$ cat src/rtl/layer_sched.sv
// layer_sched: multi-layer sequencer sitting above batch_ctrl.
// It holds an NL-entry per-layer configuration table {ss, ds, nb} and steps
// batch_ctrl through up to NL layers per pass. Batch ends are detected on
// batch_ctrl's destination side. Between layers run is dropped so that
// batch_ctrl reinitialises.
//
// Ports:
//   clk, rst           clock, synchronous active-high reset (also clears table)
//   cfg_we/idx/ss/ds/nb table write port (accepted only while idle)
//   nl_m1, start       active layers minus 1 (sampled on start), pass start pulse
//   abort              cancel the pass (keeps table)
//   dst_v/dst_a        batch_ctrl destination word accepted / its address
//   dst_valid          batch_ctrl output register still holds a word
//   run, ss, ds        drive batch_ctrl
//   layer, busy        current layer index, pass in progress
//   done, cfg_err      end-of-pass pulse, rejected-write pulse
module layer_sched #(
   parameter int NL = 4,
   parameter int AW = 12
) (
   input  logic                    clk,
   input  logic                    rst,
   input  logic                    cfg_we,
   input  logic [$clog2(NL)-1:0]   cfg_idx,
   input  logic [AW-1:0]           cfg_ss,
   input  logic [AW-1:0]           cfg_ds,
   input  logic [7:0]              cfg_nb,
   input  logic [$clog2(NL)-1:0]   nl_m1,
   input  logic                    start,
   input  logic                    abort,
   input  logic                    dst_v,
   input  logic [AW-1:0]           dst_a,
   input  logic                    dst_valid,
   output logic                    run,
   output logic [AW-1:0]           ss,
   output logic [AW-1:0]           ds,
   output logic [$clog2(NL)-1:0]   layer,
   output logic                    busy,
   output logic                    done,
   output logic                    cfg_err
);

   localparam int IW = $clog2(NL);

   typedef struct packed {
      logic [AW-1:0] ss;
      logic [AW-1:0] ds;
      logic [7:0]    nb;
   } cfg_t;

   typedef enum logic [2:0] {S_IDLE, S_LOAD, S_RUN, S_GAP, S_FIN} state_t;

   state_t          state_q, state_d;
   cfg_t            tbl_q [NL];
   cfg_t            tbl_d [NL];
   logic [7:0]      bcnt_q, bcnt_d;
   logic [7:0]      nb_q, nb_d;
   logic [IW-1:0]   nl_q, nl_d;
   logic [IW-1:0]   layer_q, layer_d;
   logic [AW-1:0]   ss_q, ss_d, ds_q, ds_d;
   logic            run_q, run_d;
   logic            busy_q, busy_d;
   logic            done_q, done_d;
   logic            cfg_err_q, cfg_err_d;
   logic            bend;

   // run_q gates bend so that stray dst_v while stopped is ignored
   assign bend = run_q & dst_v & (dst_a == ds_q);

   always_comb begin
      state_d   = state_q;
      tbl_d     = tbl_q;
      bcnt_d    = bcnt_q;
      nb_d      = nb_q;
      nl_d      = nl_q;
      layer_d   = layer_q;
      ss_d      = ss_q;
      ds_d      = ds_q;
      run_d     = run_q;
      busy_d    = busy_q;
      done_d    = 1'b0;
      cfg_err_d = 1'b0;

      if (cfg_we) begin
         if (state_q == S_IDLE) tbl_d[cfg_idx] = '{ss: cfg_ss, ds: cfg_ds, nb: cfg_nb};
         else                   cfg_err_d = 1'b1;
      end

      case (state_q)
         S_IDLE: begin
            run_d  = 1'b0;
            busy_d = 1'b0;
            if (start) begin
               state_d = S_LOAD;
               layer_d = '0;
               nl_d    = nl_m1;
               busy_d  = 1'b1;
            end
         end
         S_LOAD: begin
            ss_d    = tbl_q[layer_q].ss;
            ds_d    = tbl_q[layer_q].ds;
            nb_d    = tbl_q[layer_q].nb;
            bcnt_d  = '0;
            run_d   = 1'b1;
            state_d = S_RUN;
         end
         S_RUN: begin
            if (bend) begin
               // compare before increment so bcnt never wraps
               if (bcnt_q == nb_q) begin
                  run_d   = 1'b0;
                  state_d = S_GAP;
               end else begin
                  bcnt_d = bcnt_q + 8'd1;
               end
            end
         end
         S_GAP: begin
            // let the last word leave batch_ctrl's output register first
            if (!dst_valid) begin
               if (layer_q == nl_q) begin
                  state_d = S_FIN;
                  done_d  = 1'b1;
               end else begin
                  layer_d = layer_q + IW'(1);
                  state_d = S_LOAD;
               end
            end
         end
         S_FIN: begin
            busy_d  = 1'b0;
            state_d = S_IDLE;
         end
         default: state_d = S_IDLE;
      endcase

      if (abort) begin
         state_d = S_IDLE;
         run_d   = 1'b0;
         busy_d  = 1'b0;
         done_d  = 1'b0;
      end
   end

   always_ff @(posedge clk) begin
      if (rst) begin
         state_q   <= S_IDLE;
         for (int i = 0; i < NL; i++) tbl_q[i] <= '0;
         bcnt_q    <= '0;
         nb_q      <= '0;
         nl_q      <= '0;
         layer_q   <= '0;
         ss_q      <= '0;
         ds_q      <= '0;
         run_q     <= 1'b0;
         busy_q    <= 1'b0;
         done_q    <= 1'b0;
         cfg_err_q <= 1'b0;
      end else begin
         state_q   <= state_d;
         tbl_q     <= tbl_d;
         bcnt_q    <= bcnt_d;
         nb_q      <= nb_d;
         nl_q      <= nl_d;
         layer_q   <= layer_d;
         ss_q      <= ss_d;
         ds_q      <= ds_d;
         run_q     <= run_d;
         busy_q    <= busy_d;
         done_q    <= done_d;
         cfg_err_q <= cfg_err_d;
      end
   end

   assign run     = run_q;
   assign ss      = ss_q;
   assign ds      = ds_q;
   assign layer   = layer_q;
   assign busy    = busy_q;
   assign done    = done_q;
   assign cfg_err = cfg_err_q;

endmodule
$ cat config.mk
export PLATFORM = sky130hd
export DESIGN_NAME = layer_sched
export DESIGN_NICKNAME = d
export VERILOG_FILES = /design/src/rtl/layer_sched.sv
export SDC_FILE = /design/constraint.sdc
export NUM_CORES = 1
export LEC_CHECK = 0
export ABC_AREA = 1
export CAP_MARGIN = 20
export CORE_MARGIN = 2
export CORE_UTILIZATION = 60
export CTS_CLUSTER_SIZE = 24
export DETAILED_ROUTE_END_ITERATION = 10
export GPL_TIMING_DRIVEN = 1
export PLACE_DENSITY_LB_ADDON = 0.12
export SKIP_LAST_GASP = 1
export SYNTH_ARGS = -nofsm -noshare
export SYNTH_HDL_FRONTEND = slang
export SYNTH_SLANG_ARGS = --single-unit
$ cat constraint.sdc
create_clock -name clk -period 3.4 [get_ports clk]
set_clock_uncertainty 0.15 [all_clocks]
set_input_delay 0.51 -clock clk [delete_from_list [all_inputs] [get_ports clk]]
set_output_delay 0.51 -clock clk [all_outputs]
set_load 0.005 [all_outputs]
==> out/qor.yml, run 1 <==
die_x_microns: 119
cts_resized: 0
drc_errors: 0
synth_nets: 1216
syn_area_sq_mm: 0.00796
viasPerCell: 5.49
worstPathRequired_ns: 2.74
cts-root-buf: "clkbuf_16"
path_clk_slew_ns: 0.06
place_hpwl_microns: 12300
timing_worst_setup_path_type: "flip-flop to output port"
crit_buf_inv: 2
grt_max_degree: 81
avgSynthCellArea_sq_um: 6.86
ff_latch_area_sq_mm: 0.00358
cpMaxStageDelayCell: "clkdlybuf4s50_1"
rrSetupSlack_ns: 1.21
dp_slack_ns: 0.834
period_needed_ns: 2.70
grt_pass1_wl_microns: 33900
cts_tree: "done"
status: "finished clean"
cpLargestDelayFamily: "buffers and inverters"
antenna_left: 0
dieArea_sq_mm: 0.0142
yosysMostFrequentCell: "nor2_1"
fin_ws_ns: 0.702
wl_met3_microns: 1450
end_kind: "output port"
yosys_warnings: 0
syn_inst: 1160
std_cell_rows: 42
core_area_sq_mm: 0.0131
slew-limit-headroom: 0.457
antenna_found_initial: 0
setup_violations: 0
cts.sink_count: 179
synth.area.top_cells: "dfxtp_1, nor2_1, o21ai_0, inv_1, nand2_1"
startpoint_type: "flip-flop"
synth-seq-cells: 179
gp_congestion: 0.824
fin_nets: 1267
diodes: 0
path_cells: "buf_4 -> clkdlybuf4s50_1"
hold_viol: 0
cp_slowest_stage_delay_ns: 0.65
setup_tns_ns: 0
multi_input_area_sq_mm: 0.00362
synth_ff_type: "dfxtp_1"
grt_usage: 0.295
p_leak_nw: 4.23
finalCritPeriodShare: 0.794
worstPathMaxFanout: 80
drv_slew: 0
start_util: 0.608
synth.top_cell.area_share: 0.450
routed_wl_microns: 20100
cap_viol_max_count: 0
synth_cell_types: 32
hp-class: "flip-flop to flip-flop"
grt_overflow_total: 0
clk_latency_ns: 0.44
power_mw: 4.92
dp.cells: 1368
grt_pass1_vias: 7144
vias: 7688
worst_pin_slew_ns: 0.814
drt_pass1_iterations: 5
seq_area_frac_synth: 0.450
portBuffers: 84
ir_worst_vdd_mv: 0.382
first_iter_violations: 907
numCtsBuffers: 17
synth_common_cells: "nor2_1, o21ai_0, dfxtp_1"
wl_met1_microns: 9080
areaGrowthSynthToFinish_pct: 19.6
yosysTopAreaCell: "dfxtp_1"
cts_hold_buf: 0
post-cts-setup-buffer-count: 0
synth_edf_count: 0
rsz0062_at_grt: "false"
io_pins: 85
clk_path_buf_depth: 2
fin_cells: 1400
dieHeight_microns: 119
dr_wl_met2_microns: 9210
async_flop_share: 0
dr.max_layer_used: "met4"
pwr_density_cell_mw_per_mm2: 517
drive_above_1_share: 0.0564
cts_max_level: 4
fillers: 1049
routedWlPerCell_microns: 14.4
worstPathArrival_ns: 2.04
clock.fmax_mhz: 371
## tightest hold or removal path, cell delays in order (launching register included)
cell and delay, ns:
dfxtp_1 0.30, inv_1 0.06, a21oi_1 0.05
## report_power, final
| group | total, mW | internal [mW] | switching, mW |
|---|---|---|---|
| clock | 1.99 | 1.13 | 0.854 |
| combinational | 0.662 | 0.261 | 0.401 |
| sequential | 2.27 | 2.22 | 0.0575 |
| total | 4.92 | 3.61 | 1.31 |
## flip-flops by register name, indices dropped and copies added, names as in the netlist
| name | count |
|---|---|
| state_q | 3 |
| layer | 2 |
| ds | 12 |
| ss | 12 |
| busy | 1 |
| tbl_q | 128 |
| nl_q | 2 |
| done | 1 |
| run | 1 |
| nb_q | 8 |
| cfg_err | 1 |
| bcnt_q | 8 |
## logic make-up after synthesis
logic type               synth area share
AO/OA/AOI/OAI                       0.208
XOR/XNOR                          0.00330
flip-flops                          0.450
adder cells (fa/ha/maj)           0.00157
buffers and inverters              0.0945
AND/OR/NAND/NOR                     0.242
## routing by layer
layer,global-route usage,vias up
met4,0.108,0
met2,0.475,250
met1,0.395,3566
met5,0,-
met3,0.0594,29
li1,-,3843
## cells in the final DEF (no fill, tap or decap), types with 4 or more instances in the layout
cell type and count:
o22ai_1 17, inv_2 7, inv_1 117, nand2_1 118
nor3_4 5, clkinv_4 4, a21oi_1 63, nor2_1 298
buf_4 12, clkdlybuf4s50_1 84, nand3_1 29, nand4_1 6
o211ai_1 26, dfxtp_1 178, o21ai_0 205, clkbuf_16 17
## through the flow
step	area, sq um	hold WS, ns	utilization
CTS	9520	0.304	0.727
global placement	8890	0.287	0.679
floorplan	7960	0.279	-
finish	9520	0.300	0.727
global route	9520	0.328	0.727
detailed placement	8910	0.293	0.681
## final cells by class
| class | instances | area share |
|---|---|---|
| clock buffers | 19 | 0.0476 |
| clock inverters | 13 | 0.0158 |
| inverters | 125 | 0.0493 |
| multi-input cells | 788 | 0.381 |
| flip-flops and latches | 179 | 0.377 |
| well taps | 176 | 0.0231 |
| repair buffers | 100 | 0.107 |
## final timing paths
| check | startpoint | end | cells past startpoint |
|---|---|---|---|
| worst min register to register | tbl_q[31] | tbl_q[31] | 2 |
| worst max register to register | state_q[2] | tbl_q[24] | 8 |
| worst max-delay path | layer[0] | layer[0] | 2 |
| worst min-delay path | tbl_q[31] | tbl_q[31] | 2 |
Power figures use the tool's default switching activity.
==> inputs of run 2 (changes only) <==
--- a/config.mk
+++ b/config.mk
@@ -8,7 +8,7 @@
 export ABC_AREA = 1
 export CAP_MARGIN = 20
 export CORE_MARGIN = 2
-export CORE_UTILIZATION = 60
+export CORE_UTILIZATION = 51
 export CTS_CLUSTER_SIZE = 24
 export DETAILED_ROUTE_END_ITERATION = 10
 export GPL_TIMING_DRIVEN = 1
==> constraint.sdc (replaced) <==
create_clock -name clk -period 2.2 [get_ports clk]
set_clock_uncertainty 0.15 [all_clocks]
set_input_delay 0.33 -clock clk [delete_from_list [all_inputs] [get_ports clk]]
set_output_delay 0.33 -clock clk [all_outputs]
set_load 0.005 [all_outputs]
==> run 2 against run 1 <==
Flip-flop and latch count is the same. Sequential share of layout area shrank 0.99 points. Cell area grew 2.7%. Global-route usage shrank 4.1 points. Count of clock-buffer cells in the layout is the same. Sequential power grew 55%. Cell count grew 2.1%. Total power grew 55%. Hold slack gained 0.00079 ns. Combinational power grew 65%. Highest routed layer unchanged.
==> out/qor.yml, run 2 (synthesis results as in run 1) <==
final_common_cell: "nor2_1"  # unchanged
grt_usage: 0.254  # was 0.295
pwr_density_cell_mw_per_mm2: 782  # was 517 mW/mm^2
fin_ws_ns: 0.110  # was 0.702 ns
reg2reg_depth: 8  # unchanged
std_cell_rows: 45  # was 42
routed_wl_microns: 21100  # was 20100 microns
cts_hold_buf: 0  # unchanged
regMostFlops: "tbl_q"  # unchanged
areaGrowthSynthToFinish_pct: 22.8  # was 19.6%
cpMaxStageDelayCell: "clkdlybuf4s50_1"  # unchanged
antenna_left: 0  # unchanged
largest_reg_flops: 128  # unchanged
hold_viol: 0  # unchanged
status: "finished clean"  # unchanged
worstReg2RegStart: "state_q[0]"  # was state_q[2]
ir_worst_vdd_mv: 0.640  # was 0.382 mV
clock.fmax_mhz: 479
rrSetupSlack_ns: 0.27  # was 1.21 ns
hp-class: "flip-flop to flip-flop"  # unchanged
numCtsBuffers: 17  # unchanged
post-cts-setup-buffer-count: 0  # unchanged
first_iter_violations: 677  # was 907
worstPathArrival_ns: 1.61  # was 2.04 ns
portBuffers: 84  # unchanged
period_needed_ns: 2.09
viasPerCell: 5.37  # was 5.49
place_hpwl_microns: 13200  # was 12300 microns
finalInstanceArea_sq_mm: 0.00978  # was 0.00952 sq mm
hold_start: "tbl_q[122]"  # was tbl_q[31]
drc_errors: 0  # unchanged
crit_buf_inv: 2  # unchanged
finalCritPeriodShare: 0.950
drv_slew: 0  # unchanged
io_pins: 85  # unchanged
path_cells: "buf_16 -> clkdlybuf4s50_1"  # was buf_4 -> clkdlybuf4s50_1
worst_pin_slew_ns: 0.696  # was 0.814 ns
grt_pass1_wl_microns: 33400  # was 33900 microns
grt_pass1_vias: 6710  # was 7144
start_util: 0.523  # was 0.608
clk_latency_ns: 0.43  # was 0.44 ns
routedWlPerCell_microns: 14.7  # was 14.4 microns
startpoint_type: "flip-flop"  # unchanged
dieHeight_microns: 129  # was 119 microns
timing_worst_setup_path_type: "flip-flop to output port"  # unchanged
slew-limit-headroom: 0.535  # was 0.457
fin_cells: 1430  # was 1400
dp.cells: 1397  # was 1368
fin_util: 0.643  # was 0.727
setup_violations: 0  # unchanged
gp_congestion: 0.837  # was 0.824
cts-root-buf: "clkbuf_16"  # unchanged
p_leak_nw: 4.34  # was 4.23 nW
cts.sink_count: 179  # unchanged
cp_slowest_stage_delay_ns: 0.53  # was 0.65 ns
drive_above_1_share: 0.0692  # was 0.0564
cts_tree: "done"  # unchanged
cpLargestDelayFamily: "buffers and inverters"  # unchanged
rsz0062_at_grt: "false"  # unchanged
post_dp_cell_area_sq_mm: 0.00915  # was 0.00891 sq mm
grt_max_degree: 81  # unchanged
cap_viol_max_count: 0  # unchanged
worstPathMaxFanout: 40  # was 80
antenna_found_initial: 0  # unchanged
dp_slack_ns: 0.0375  # was 0.834 ns
min_to: "tbl_q[122]"  # was tbl_q[31]
clk_path_buf_depth: 2  # unchanged
cts_max_level: 4  # unchanged
worstPathRequired_ns: 1.72  # was 2.74 ns
min_path_cells: 2  # unchanged
vias: 7682  # was 7688
fin_nets: 1285  # was 1267
path_clk_slew_ns: 0.07  # was 0.06 ns
drt_pass1_iterations: 5  # unchanged
setup_tns_ns: 0  # unchanged
grt_overflow_total: 0  # unchanged
dieArea_sq_mm: 0.0166  # was 0.0142 sq mm
end_kind: "output port"  # unchanged
fillers: 1405  # was 1049
die_x_microns: 129  # was 119 microns
layout_common_cells: "nor2_1, o21ai_0, dfxtp_1"  # unchanged
core_area_sq_mm: 0.0152  # was 0.0131 sq mm
timing.rr.end: "layer[0]"  # was tbl_q[24]
diodes: 0  # unchanged
run 2: changes by cell type in the layout (fill, tap and decap cells not counted):
cell	previous run	this run
buf_12	3	11
buf_4	12	21
clkbuf_1	0	1
clkbuf_16	17	18
clkbuf_8	2	1
clkinv_2	2	0
clkinv_4	4	3
clkinvlp_4	1	5
inv_8	1	0
run 2: worst max-delay path by stage:
stage | from | endpoint | slack [ns] | cells after the start
after floorplan | state_q[2] | tbl_q[103] | 0.53 | 9
after global placement | dst_a[2] | bcnt_q[7] | 0.04 | 12
after detailed placement | dst_a[2] | bcnt_q[7] | 0.04 | 12
after CTS | layer[0] | layer[0] | 0.02 | 2
after global routing | layer[0] | layer[0] | 0.05 | 2
final | layer[0] | layer[0] | 0.11 | 2
run 2: tightest hold or removal path, cell delays in order (launching register included):
cell and delay [ns]:
dfxtp_1 0.30, inv_1 0.06, a21oi_1 0.05
run 2: stage by stage:
step / hold slack [ns] / power [mW]
after floorplan: 0.259 / 4.19
final: 0.300 / 7.64
after global routing: 0.316 / 7.95
after CTS: 0.302 / 7.66
after detailed placement: 0.292 / 4.64
after global placement: 0.288 / 4.63
run 2: area by class of cell:
cell class	count	area [sq um]	area share
tap	188	235	0.0241
clock buffer	19	443	0.0453
clock inverter	13	150	0.0154
multi-input combinational	788	3620	0.371
timing repair buffer	118	1270	0.130
inverter	125	469	0.0480
sequential	179	3580	0.367
run 2: what timing repair did:
item                                    CTS  global route
hold endpoints to repair                  0             0
resized for setup                         0             1
endpoints found under the setup margin    0             1
run 2: layer usage:
layer  part of all wire  wire [microns]  track usage  vias up
met5                  0               0            0        -
met4              0.011             227       0.0575        0
met3              0.068            1440       0.0466       18
met2               0.46            9750        0.417      264
met1               0.46            9660        0.350     3520
li1                   -               -            -     3880
run 2: report_power, final:
group | internal (mW) | switching, mW
clock network | 1.72 | 1.32
logic | 0.452 | 0.637
registers | 3.42 | 0.0930
==> inputs of run 3 (changes only) <==
==> constraint.sdc (replaced) <==
create_clock -name clk -period 2.2 [get_ports clk]
set_clock_uncertainty 0.15 [all_clocks]
set_input_delay 0.66 -clock clk [delete_from_list [all_inputs] [get_ports clk]]
set_output_delay 0.66 -clock clk [all_outputs]
set_load 0.005 [all_outputs]
==> run 3 against run 2 <==
First-iteration DRC count fell by 2.1%. Sequential share of layout area fell by 0.16 points. Sequential power barely moved. Cell area rose by 0.51%. Critical endpoint unchanged. Flip-flop and latch count did not move.
==> out/qor.yml, run 3 (synthesis results as in run 1) <==
ff_latch_area_sq_mm: 0.00359  # was 0.00358 sq mm
slew-limit-headroom: 0.529  # was 0.535
largest_reg_flops: 128  # unchanged
clkPwrFrac: 0.397  # about the same
crit_buf_inv: 1  # was 2
grt_overflow_total: 0  # unchanged
timing_worst_setup_path_type: "flip-flop to output port"  # unchanged
cts_tree: "done"  # unchanged
cpMaxStageDelayCell: "clkdlybuf4s50_1"  # unchanged
cts_hold_buf: 0  # unchanged
antenna_found_initial: 0  # unchanged
cts-root-buf: "clkbuf_16"  # unchanged
drive_above_1_share: 0.0827  # was 0.0692
dieHeight_microns: 129  # unchanged
setup_violations: 0  # unchanged
final_common_cell: "nor2_1"  # unchanged
dp_slack_ns: -0.286  # was 0.0375 ns
period_needed_ns: 2.14  # was 2.09 ns
power_mw: 7.62  # was 7.64 mW
power_frac_seq: 0.461  # was 0.460
routedWlPerCell_microns: 14.4  # was 14.7 microns
grt_max_degree: 69  # was 81
p_int_mw: 5.49  # was 5.59 mW
portBuffers: 84  # unchanged
clk_path_buf_depth: 2  # unchanged
cts_max_level: 4  # unchanged
grt_usage: 0.259  # was 0.254
layout_common_cells: "nor2_1, o21ai_0, dfxtp_1"  # unchanged
gp_congestion: 0.845  # was 0.837
multi_input_area_sq_mm: 0.00363  # was 0.00362 sq mm
place_hpwl_microns: 13300  # was 13200 microns
diodes: 0  # unchanged
antenna_left: 0  # unchanged
worstPathArrival_ns: 1.33  # was 1.61 ns
p_leak_nw: 4.40  # was 4.34 nW
path_clk_slew_ns: 0.07  # about the same
worst_pin_slew_ns: 0.705  # was 0.696 ns
status: "finished clean"  # unchanged
hold_viol: 0  # unchanged
drt_pass1_iterations: 5  # unchanged
drc_errors: 0  # unchanged
dieArea_sq_mm: 0.0166  # unchanged
startpoint_type: "flip-flop"  # unchanged
numCtsBuffers: 17  # unchanged
fin_cells: 1445  # was 1430
finalCritPeriodShare: 0.975  # was 0.950
core_area_sq_mm: 0.0152  # unchanged
clock.fmax_mhz: 466  # was 479 MHz
grt_pass1_vias: 6796  # was 6710
std_cell_rows: 45  # unchanged
io_pins: 85  # unchanged
die_x_microns: 129  # unchanged
drv_slew: 0  # unchanged
cts.sink_count: 179  # unchanged
setup_tns_ns: 0  # unchanged
fillers: 1392  # was 1405
post_dp_cell_area_sq_mm: 0.00923  # was 0.00915 sq mm
ir_worst_vdd_mv: 0.751  # was 0.640 mV
fin_nets: 1300  # was 1285
pwr_density_cell_mw_per_mm2: 776  # was 782 mW/mm^2
power.switching_mw: 2.13  # was 2.05 mW
end_kind: "output port"  # unchanged
rsz0062_at_grt: "true"  # was false
cap_viol_max_count: 0  # unchanged
fin_ws_ns: 0.0558  # was 0.110 ns
viasPerCell: 5.32  # was 5.37
swShare: 0.279  # was 0.268
hp-class: "flip-flop to flip-flop"  # unchanged
dp.cells: 1413  # was 1397
worstPathRequired_ns: 1.39  # was 1.72 ns
start_util: 0.523  # unchanged
vias: 7692  # was 7682
areaGrowthSynthToFinish_pct: 23.5  # was 22.8%
clk_latency_ns: 0.43  # about the same
first_iter_violations: 663  # was 677
path_cells: "clkdlybuf4s50_1"  # was buf_16 -> clkdlybuf4s50_1
grt_pass1_wl_microns: 34100  # was 33400 microns
worstPathMaxFanout: 4  # was 40
p_comb_frac: 0.143  # was 0.142
cp_slowest_stage_delay_ns: 0.52  # was 0.53 ns
routed_wl_microns: 20800  # was 21100 microns
finalInstanceArea_sq_mm: 0.00983  # was 0.00978 sq mm
regMostFlops: "tbl_q"  # unchanged
cpLargestDelayFamily: "buffers and inverters"  # unchanged
-- run 3: worst paths after layout --
kind | startpoint | slack [ns] | endpoint | depth (start not counted)
max | layer[0] | 0.06 | layer[0] | 1
min reg2reg | tbl_q[20] | 0.30 | tbl_q[20] | 2
max reg2reg | state_q[0] | 0.29 | layer[1] | 9
min | tbl_q[20] | 0.30 | tbl_q[20] | 2
-- run 3: routing by layer --
layer	up-vias	global-route usage	share of wire	routed length, microns
li1	3921	-	-	-
met4	0	0.0543	0.0090	187
met1	3524	0.360	0.46	9540
met2	234	0.422	0.46	9670
met3	13	0.0499	0.068	1410
met5	-	0	0	0
-- run 3: power by group through the flow --
stage                     combinational [mW]  clock (mW)  sequential, mW
after floorplan                        0.620           0            3.57
after global placement                  1.06           0            3.58
after detailed placement                1.08           0            3.58
after CTS                               1.08        3.06            3.51
after global routing                    1.22        3.21            3.53
final                                   1.09        3.02            3.51
-- run 3: layout make-up --
cell class,instances,area share
multi-input cells,788,0.369
flip-flops and latches,179,0.365
repair buffers,133,0.134
inverters,125,0.0478
clock buffers,17,0.0433
well taps,188,0.0239
clock inverters,15,0.0163
-- run 3: timing repair --
action	in CTS	in global routing
endpoints found under the setup margin	0	8
resized for setup	0	3
buffers inserted	0	0
-- run 3: metrics by stage --
step | hold WS, ns | util
floorplan | 0.279 | -
global placement | 0.289 | 0.607
detailed placement | 0.292 | 0.607
CTS | 0.303 | 0.646
global route | 0.318 | 0.646
finish | 0.300 | 0.646
